`src/rtl/dmem_port_sched_pkg.sv`:
```
// dmem_port_sched_pkg: shared FSM encoding, requester IDs and lane constants for the datamem port scheduler
package dmem_port_sched_pkg;
  typedef enum logic [1:0] {IDLE, BURST, DRAIN} state_t;
  localparam logic [1:0] REQ_CORE = 2'd0;
  localparam logic [1:0] REQ_CON = 2'd1;
  localparam logic [1:0] REQ_VEC = 2'd2;
  localparam int VLANES = 4;
  localparam logic [3:0] STORE_MASK = 4'hF;
  function automatic logic [1:0] next_req(input logic [1:0] r);
    return (r == REQ_VEC) ? REQ_CORE : r + 2'd1;
  endfunction
endpackage

```
`src/rtl/dmem_port_sched_arb_pick.sv`:
```
// dmem_arb_pick: combinational 3-way picker returning a one-hot grant
//   req: request vector indexed by REQ_* ids, ptr: round-robin start id,
//   rr: 1 = round-robin from ptr, 0 = fixed priority con > vec > core, gnt: one-hot grant
module dmem_arb_pick
  import dmem_port_sched_pkg::*;
(
  input  logic [2:0] req,
  input  logic [1:0] ptr,
  input  logic       rr,
  output logic [2:0] gnt
);
  logic [2:0] rr_gnt;
  logic [2:0] fp_gnt;
  logic [1:0] idx;
  // Scan from the farthest candidate back to ptr so the closest requester wins.
  always_comb begin
    rr_gnt = '0;
    idx = '0;
    for (int i = 2; i >= 0; i--) begin
      idx = 2'((int'(ptr) + i) % 3);
      if (req[idx]) rr_gnt = 3'b001 << idx;
    end
  end
  assign fp_gnt = req[REQ_CON] ? 3'b001 << REQ_CON :
                  req[REQ_VEC] ? 3'b001 << REQ_VEC :
                  req[REQ_CORE] ? 3'b001 << REQ_CORE : 3'b000;
  assign gnt = rr ? rr_gnt : fp_gnt;
endmodule

```
`src/rtl/dmem_port_sched.sv`:
```
// dmem_port_sched: grants the single datamem port to core, con or a 4-beat vector burst
//   core_*/con_*: scalar req/we/addr/wdata in, gnt out, rvalid/rdata returned next cycle
//   vec_*: 4-lane request in, gnt/done pulse and registered per-lane load data out
//   mem_*: datamem port drive, mem_rdata has one-cycle latency
//   DMEM_SCHED_RR_EN defined: round-robin core->con->vec, else fixed priority con > vec > core
module dmem_port_sched
  import dmem_port_sched_pkg::*;
#(
  parameter int ADDR_W = 12,
  parameter int DATA_W = 32
) (
  input  logic              clk,
  input  logic              nrst,
  input  logic              core_req,
  input  logic [3:0]        core_we,
  input  logic [ADDR_W-1:0] core_addr,
  input  logic [DATA_W-1:0] core_wdata,
  output logic              core_gnt,
  output logic              core_rvalid,
  output logic [DATA_W-1:0] core_rdata,
  input  logic              con_req,
  input  logic [3:0]        con_we,
  input  logic [ADDR_W-1:0] con_addr,
  input  logic [DATA_W-1:0] con_wdata,
  output logic              con_gnt,
  output logic              con_rvalid,
  output logic [DATA_W-1:0] con_rdata,
  input  logic              vec_req,
  input  logic              vec_store,
  input  logic [ADDR_W-1:0] vec_addr0,
  input  logic [ADDR_W-1:0] vec_addr1,
  input  logic [ADDR_W-1:0] vec_addr2,
  input  logic [ADDR_W-1:0] vec_addr3,
  input  logic [DATA_W-1:0] vec_wdata0,
  input  logic [DATA_W-1:0] vec_wdata1,
  input  logic [DATA_W-1:0] vec_wdata2,
  input  logic [DATA_W-1:0] vec_wdata3,
  output logic              vec_gnt,
  output logic              vec_done,
  output logic [DATA_W-1:0] vec_rdata0,
  output logic [DATA_W-1:0] vec_rdata1,
  output logic [DATA_W-1:0] vec_rdata2,
  output logic [DATA_W-1:0] vec_rdata3,
  output logic              mem_en,
  output logic [3:0]        mem_we,
  output logic [ADDR_W-1:0] mem_addr,
  output logic [DATA_W-1:0] mem_wdata,
  input  logic [DATA_W-1:0] mem_rdata
);
  state_t state, state_n;
  logic [1:0] lane, cap_lane, ptr;
  logic store, cap_v, rr;
  logic [2:0] req, gnt;
  logic [ADDR_W-1:0] l_addr [VLANES];
  logic [DATA_W-1:0] l_wdata [VLANES];
  logic [DATA_W-1:0] l_rdata [VLANES];
  // BURST owns the port outright; vector requests are only taken from IDLE.
  assign req = {vec_req & (state == IDLE), con_req, core_req} & {3{state != BURST}};
  dmem_arb_pick u_pick (.req(req), .ptr(ptr), .rr(rr), .gnt(gnt));
  assign core_gnt = gnt[REQ_CORE];
  assign con_gnt = gnt[REQ_CON];
  assign vec_gnt = gnt[REQ_VEC];
`ifdef DMEM_SCHED_RR_EN
  assign rr = 1'b1;
  always_ff @(posedge clk) begin
    if (!nrst) ptr <= REQ_CORE;
    else if (|gnt) ptr <= next_req(gnt[REQ_VEC] ? REQ_VEC : gnt[REQ_CON] ? REQ_CON : REQ_CORE);
  end
`else
  assign rr = 1'b0;
  assign ptr = REQ_CORE;
`endif
  assign state_n = (state == IDLE && vec_gnt) ? BURST :
                   (state == BURST && lane == 2'd3) ? DRAIN :
                   (state == DRAIN) ? IDLE : state;
  always_comb begin
    mem_en = 1'b1;
    mem_we = '0;
    mem_addr = core_addr;
    mem_wdata = core_wdata;
    if (state == BURST) begin
      mem_we = store ? STORE_MASK : 4'h0;
      mem_addr = l_addr[lane];
      mem_wdata = l_wdata[lane];
    end else if (con_gnt) begin
      mem_we = con_we;
      mem_addr = con_addr;
      mem_wdata = con_wdata;
    end else if (core_gnt) begin
      mem_we = core_we;
    end else begin
      mem_en = 1'b0;
    end
  end
  always_ff @(posedge clk) begin
    if (!nrst) begin
      state <= IDLE;
      lane <= '0;
      store <= 1'b0;
      cap_v <= 1'b0;
      cap_lane <= '0;
      core_rvalid <= 1'b0;
      con_rvalid <= 1'b0;
      vec_done <= 1'b0;
      for (int k = 0; k < VLANES; k++) begin
        l_addr[k] <= '0;
        l_wdata[k] <= '0;
        l_rdata[k] <= '0;
      end
    end else begin
      state <= state_n;
      lane <= (state == BURST) ? lane + 2'd1 : 2'd0;
      // Load data for the lane issued this cycle lands on mem_rdata next cycle.
      cap_v <= (state == BURST) && !store;
      cap_lane <= lane;
      core_rvalid <= core_gnt && core_we == 4'h0;
      con_rvalid <= con_gnt && con_we == 4'h0;
      vec_done <= state == DRAIN;
      if (vec_gnt) begin
        store <= vec_store;
        l_addr[0] <= vec_addr0;
        l_addr[1] <= vec_addr1;
        l_addr[2] <= vec_addr2;
        l_addr[3] <= vec_addr3;
        l_wdata[0] <= vec_wdata0;
        l_wdata[1] <= vec_wdata1;
        l_wdata[2] <= vec_wdata2;
        l_wdata[3] <= vec_wdata3;
      end
      if (cap_v) l_rdata[cap_lane] <= mem_rdata;
    end
  end
  assign core_rdata = core_rvalid ? mem_rdata : '0;
  assign con_rdata = con_rvalid ? mem_rdata : '0;
  assign vec_rdata0 = l_rdata[0];
  assign vec_rdata1 = l_rdata[1];
  assign vec_rdata2 = l_rdata[2];
  assign vec_rdata3 = l_rdata[3];
endmodule

```
`config.mk`:
```
export PLATFORM = sky130hd
export DESIGN_NAME = dmem_port_sched
export DESIGN_NICKNAME = d
export VERILOG_FILES = /design/src/rtl/dmem_port_sched_pkg.sv /design/src/rtl/dmem_port_sched_arb_pick.sv /design/src/rtl/dmem_port_sched.sv
export SDC_FILE = /design/constraint.sdc
export NUM_CORES = 1
export LEC_CHECK = 0
export ABC_AREA = 0
export CAP_MARGIN = 20
export CORE_AREA = 2 2 218 220
export CTS_CLUSTER_DIAMETER = 200
export DETAILED_ROUTE_END_ITERATION = 8
export DIE_AREA = 0 0 220 222
export PLACE_DENSITY = 0.63
export SLEW_MARGIN = 20
export SYNTH_ARGS = -nofsm -noshare
export SYNTH_HDL_FRONTEND = slang
export SYNTH_SLANG_ARGS = --single-unit
```
`constraint.sdc`:
```
create_clock -name clk -period 11.27 [get_ports clk]
set_clock_uncertainty 0.15 [all_clocks]
set_input_delay 3.381 -clock clk [delete_from_list [all_inputs] [get_ports clk]]
set_output_delay 3.381 -clock clk [all_outputs]
set_load 0.02 [all_outputs]
```
Yosys cells after proc, flatten, opt, wreduce, memory -nomap -nowiden:

Memories as Yosys holds them, arrays and structs flattened. A register that Yosys moved wholly into a read port is not among the register bits.
Cells that the tools add are included.

* register bits: 11
* bits in writable memories: 304
* input bits: 310
* output and inout bits: 247
* memories kept: 3

* $add $sub $neg: 1
* eq/ne operators: 4
* muxes and demuxes: 39
* bitwise operators: 11
* reduce and logical (&&, ||, !) cells: 14

Memories
* l_rdata: depth 4, bits a word 32, rd ports 4, clocked after Yosys merged registers in 0, write ports 4, RTL line dmem_port_sched.sv:56 `logic [DATA_W-1:0] l_rdata [VLANES];`
* l_wdata: depth 4, bits a word 32, rd ports 1, clocked after Yosys merged registers in 1, write ports 4, RTL line dmem_port_sched.sv:55 `logic [DATA_W-1:0] l_wdata [VLANES];`
* l_addr: depth 4, bits a word 12, rd ports 1, clocked after Yosys merged registers in 1, write ports 4, RTL line dmem_port_sched.sv:54 `logic [ADDR_W-1:0] l_addr [VLANES];`

Operators by type and width (number)
* 32-bit two-way mux: 9
* 12-bit two-way mux: 6
* 32-bit OR reduction: 1
* 4-bit two-way mux: 4
* 1-bit two-way mux: 13
* 2-bit two-way mux: 5
* 4-bit logical NOT: 2
* 1-bit bitwise OR: 8
* 3-bit two-way mux: 2
* 1-bit logical AND: 5
* 2-bit == test (second input constant): 2
* 3-bit AND: 1
* 3-bit nonzero test: 1
* 2-bit by 1-bit adder with 2-bit output (second input constant): 1
* 2-bit by 1-bit == test with 1-bit output (second input constant): 1
* 2-bit logical NOT: 1
* 2-bit by 1-bit inequality test with 1-bit output (second input constant): 1
* 2-bit AND reduction: 1
* 2-bit nonzero test: 1
* 2-bit OR reduction: 1
* 1-bit AND: 1
* 1-bit logical NOT: 1
* 1-bit inverter: 1

Longest topological paths before layout:

* word-level depth: 10
* mapped depth: 6

Cells and area by module:

Synthesis repeated with hierarchy kept, for this count alone.

* cells, all modules: 1087
* area, all modules: 14916.8 µm²

Modules (own cells, without submodules)
* dmem_port_sched: times used 1, cells each 1047, area an instance 14607.8 µm², sequential area each 9349.0 µm²
* dmem_arb_pick: times used 1, cells each 40, area an instance 309.0 µm², sequential area each 0.0 µm²

Worst setup path after synthesis:

No wires, ideal clock.

* path kind: input to register
* start: input port nrst
* end: memory l_addr[0][0] (enable)
* setup time: 1428 ps
* data arrival time: 6769 ps
* required time: 9692 ps
* setup slack: 2924 ps
* stages on the path: 3
* buffers on the path: 2
* path through: clkbuf_1 -> clkbuf_1 -> nand2_1

RTL lines
* start: declaration: RTL line dmem_port_sched.sv:13 `input logic nrst,`
* end: declaration: RTL line dmem_port_sched.sv:54

Worst setup path after layout:

* start: input port con_req
* end: output port mem_wdata[20]

* word-level cells in the longest chain between the ends: 4

Ends and longest elaborated chain
* start: declaration: RTL line dmem_port_sched.sv:21 `input logic con_req,`
* 3-bit AND: RTL line dmem_port_sched.sv:58 `assign req = {vec_req & (state == IDLE), con_req, core_req} & {3{state != BURST}};`
* 3-bit two-way mux: RTL line dmem_port_sched_arb_pick.sv:24 `assign fp_gnt = req[REQ_CON] ? 3'b001 << REQ_CON :`
* 32-bit two-way mux: RTL line dmem_port_sched.sv:85 `end else if (con_gnt) begin`
* 32-bit two-way mux: RTL line dmem_port_sched.sv:81 `if (state == BURST) begin`
* end: declaration: RTL line dmem_port_sched.sv:47 `output logic [DATA_W-1:0] mem_wdata,`

Every way passes these cells.

==> reports/metrics.csv <==
metric,value,unit
status,"finished, final reports clean",
H-tree level count,2,
final hold vios,0,
clk slew on worst S/H paths,0.05,ns
Max-Slew Margin vs Limit,31.4,%
WHS Path Cells,1,
reg-to-reg startpoint,state[1],
dpl cells,2170,
max cap viols,0,
Residual DRC,0,
final setup fails,0,
utilization of the core after routing,47.0,%
row cnt,79,
Final period util,81.7,%
first-pass GRT wire length,65400,um
Worst Path Required,7.74,ns
crit path max fanout,33,
Hold Startpoint,store,
"Slowest-stage cell, CP",buf_2,
max-slew violations,0,
Vias,10400,
routed vias/inst,4.66,
Post-CTS Setup Bufs,0,
YS warnings,0,
die area,0.0488,mm^2
Initial Utilization,31.6,%
total power,2850,uW
count of cell types in the netlist,35,
Hold Crit Class,reg -> reg,
die width,220,um
Skew-Pair Late Insertion Delay,0.52,ns
gr ovfl total,0,
CP arrival,5.68,ns
Peak VDD IR,81.9,uV
initial DRC count,632,
simple-gate share of the synthesized area,20.3,%
worst-path cell chain,buf_2 > buf_4 > mux2_2 > o22ai_1 > nor2_1 > clkdlybuf4s50_1,
largest net degree at the start of global routing,125,
CTS max path bufs,3,
Finished Cell Area,0.0217,mm^2
"flops & latches, synth",315,
Placed Area,0.0207,mm^2
"antenna viol nets, final",0,
fmax,109,MHz
gpl congestion,0.805,
pwr dens,131,mW/mm^2
layout overhead on the synthesized area,48.9,%
vias in the first global route,10300,
critical path's largest stage delay,0.68,ns
CTS Hold Bufs,0,
CP Launch Point,con_req,
reg2reg path depth,4,
initial antenna violation count,7,
Worst Tran Pin Value,1.03,ns
core area,0.0463,mm^2
Num CTS Buffers,36,
CTS-repair resized insts,0,
TritonCTS clock tree,yes,
Mapped Area,0.0146,mm^2
Adder-Cell Fraction of Synth Area,0.0857,%
final std cells w/o fill,2233,
Final min period,9.21,ns
Mapped Cells,1070,
Setup crit start kind,input pin,
GRT Total Usage,18.1,%
critical path endpoint category,primary output,
clk sinks,315,
Ports,557,
Mean Syn Cell Area,13.6,um^2
layout cell share with drive strength beyond 1,12.4,%
syn nets,1381,
Synth Area in Compound Gates,6.09,%
Port Buffers,556,
leakage power,0.00805,uW
post-route setup TNS,0,ns
overall routed net length,45800,um
Post-Synth XOR/XNOR Area,0,%
WL/cell,20.5,um
RSZ-0062 raised after global routing,no,
critical path class,in -> out,
Clock Root Buffer,clkbuf_16,
detailed placer's ending HPWL,33000,um
mux contribution to synthesized area,6.79,%
DRT Pass-1 Iters,4,
Die Y,222,um
largest family of logic cells by synthesized area,simple AND/OR/NAND/NOR gates,
layout net count,1912,
sequential area share after synthesis,64.0,%
-- cell usage after synthesis, drive strengths merged --
master    n  area, um^2
a211o     1        8.76
a211oi   44         531
a21boi    1        7.51
a221o     4        40.0
and2    339        2120
and3     33         206
and3b     2        17.5
buf      25         166
clkbuf   53         216
dfxtp    11         220
edfxtp  304        9130
ha        1        12.5
inv       2        7.51
mux2     88         991
nand2     5        18.8
nand2b    4        32.5
nand3     2        10.0
nand3b    1        7.51
nor2     46         173
nor2b    46         288
nor3      1        5.00
nor3b     4        30.0
nor4b     1        23.8
o211a     1        10.0
o21ai     2        10.0
o21bai    1        7.51
o22ai    44         275
or3       1        6.26
or3b      1        8.76
or4b      2        20.0
-- cells in the final DEF (no fill, tap or decap), types with 4 or more instances in the layout --
cell type	n
nor2b_1	45
edfxtp_1	304
a211oi_2	40
a211oi_1	4
clkbuf_1	12
a221o_1	4
dfxtp_1	10
clkbuf_16	37
and3_1	33
o22ai_1	44
diode_2	4
clkinv_1	4
and2_1	339
mux2_2	88
clkinv_2	4
buf_4	14
nor2_1	46
clkdlybuf4s50_1	554
-- power by group --
part	switching, uW	internal (uW)
Combinational	194	220
Sequential	18.6	1350
Clock	450	622
-- state kept, by name, indices dropped and copies added, names as in the netlist --
| signal | cells |
|---|---|
| store | 1 |
| l_rdata | 128 |
| l_wdata | 128 |
| con_rvalid | 1 |
| vec_done | 1 |
| lane | 2 |
| l_addr | 48 |
| cap_lane | 2 |
| cap_v | 1 |
| state | 2 |
| core_rvalid | 1 |
-- final timing paths --
| check | to | slack, ns |
|---|---|---|
| setup / recovery | mem_wdata[20] | 2.06 |
| hold / removal | cap_v | 0.30 |
| setup reg to reg | l_wdata[1][28] | 8.44 |
| hold reg to reg | cap_v | 0.30 |
-- cells by family after synthesis --
logic type	after synthesis
and+or+nand+nor	488
DFF	315
AOI/OAI and AO/OA	98
muxes	88
buffers and inverters	80
adders and majority gates	1
-- cell type report --
| type | instances | area, um^2 |
|---|---|---|
| Sequential cell | 315 | 9350 |
| Clock buffer | 49 | 971 |
| Clock inverter | 10 | 72.6 |
| Timing Repair Buffer | 571 | 5670 |
| Inverter | 2 | 7.51 |
| Fill cell | 4212 | 24500 |
| Tap cell | 607 | 759 |
| Antenna cell | 4 | 10.0 |
| Multi-Input combinational cell | 675 | 4900 |
-- metal layers --
| layer | wire length, um | vias up | GRT usage, % |
|---|---|---|---|
| met2 | 23000 | 438 | 31.8 |
| li1 | - | 4878 | - |
| met1 | 17400 | 4996 | 20.4 |
| met4 | 1260 | 8 | 6.54 |
| met3 | 4130 | 75 | 5.75 |
| met5 | 49 | - | 0 |
-- metrics by stage --
step / setup slack [ns] / hold slack [ns]
after floorplan: 2.92 / 0.255
after global placement: 2.12 / 0.289
after detailed placement: 2.05 / 0.300
after CTS: 2.05 / 0.309
after global routing: 1.94 / 0.317
final: 2.06 / 0.299
-- worst max-delay path: cells and delay by family --
family	cells	cell delay, ns
AOI/OAI and AO/OA	1	0.16
and+or+nand+nor	1	0.06
buffers and inverters	3	1.64
muxes	1	0.37
No activity file was read; power rests on OpenSTA's default activity.
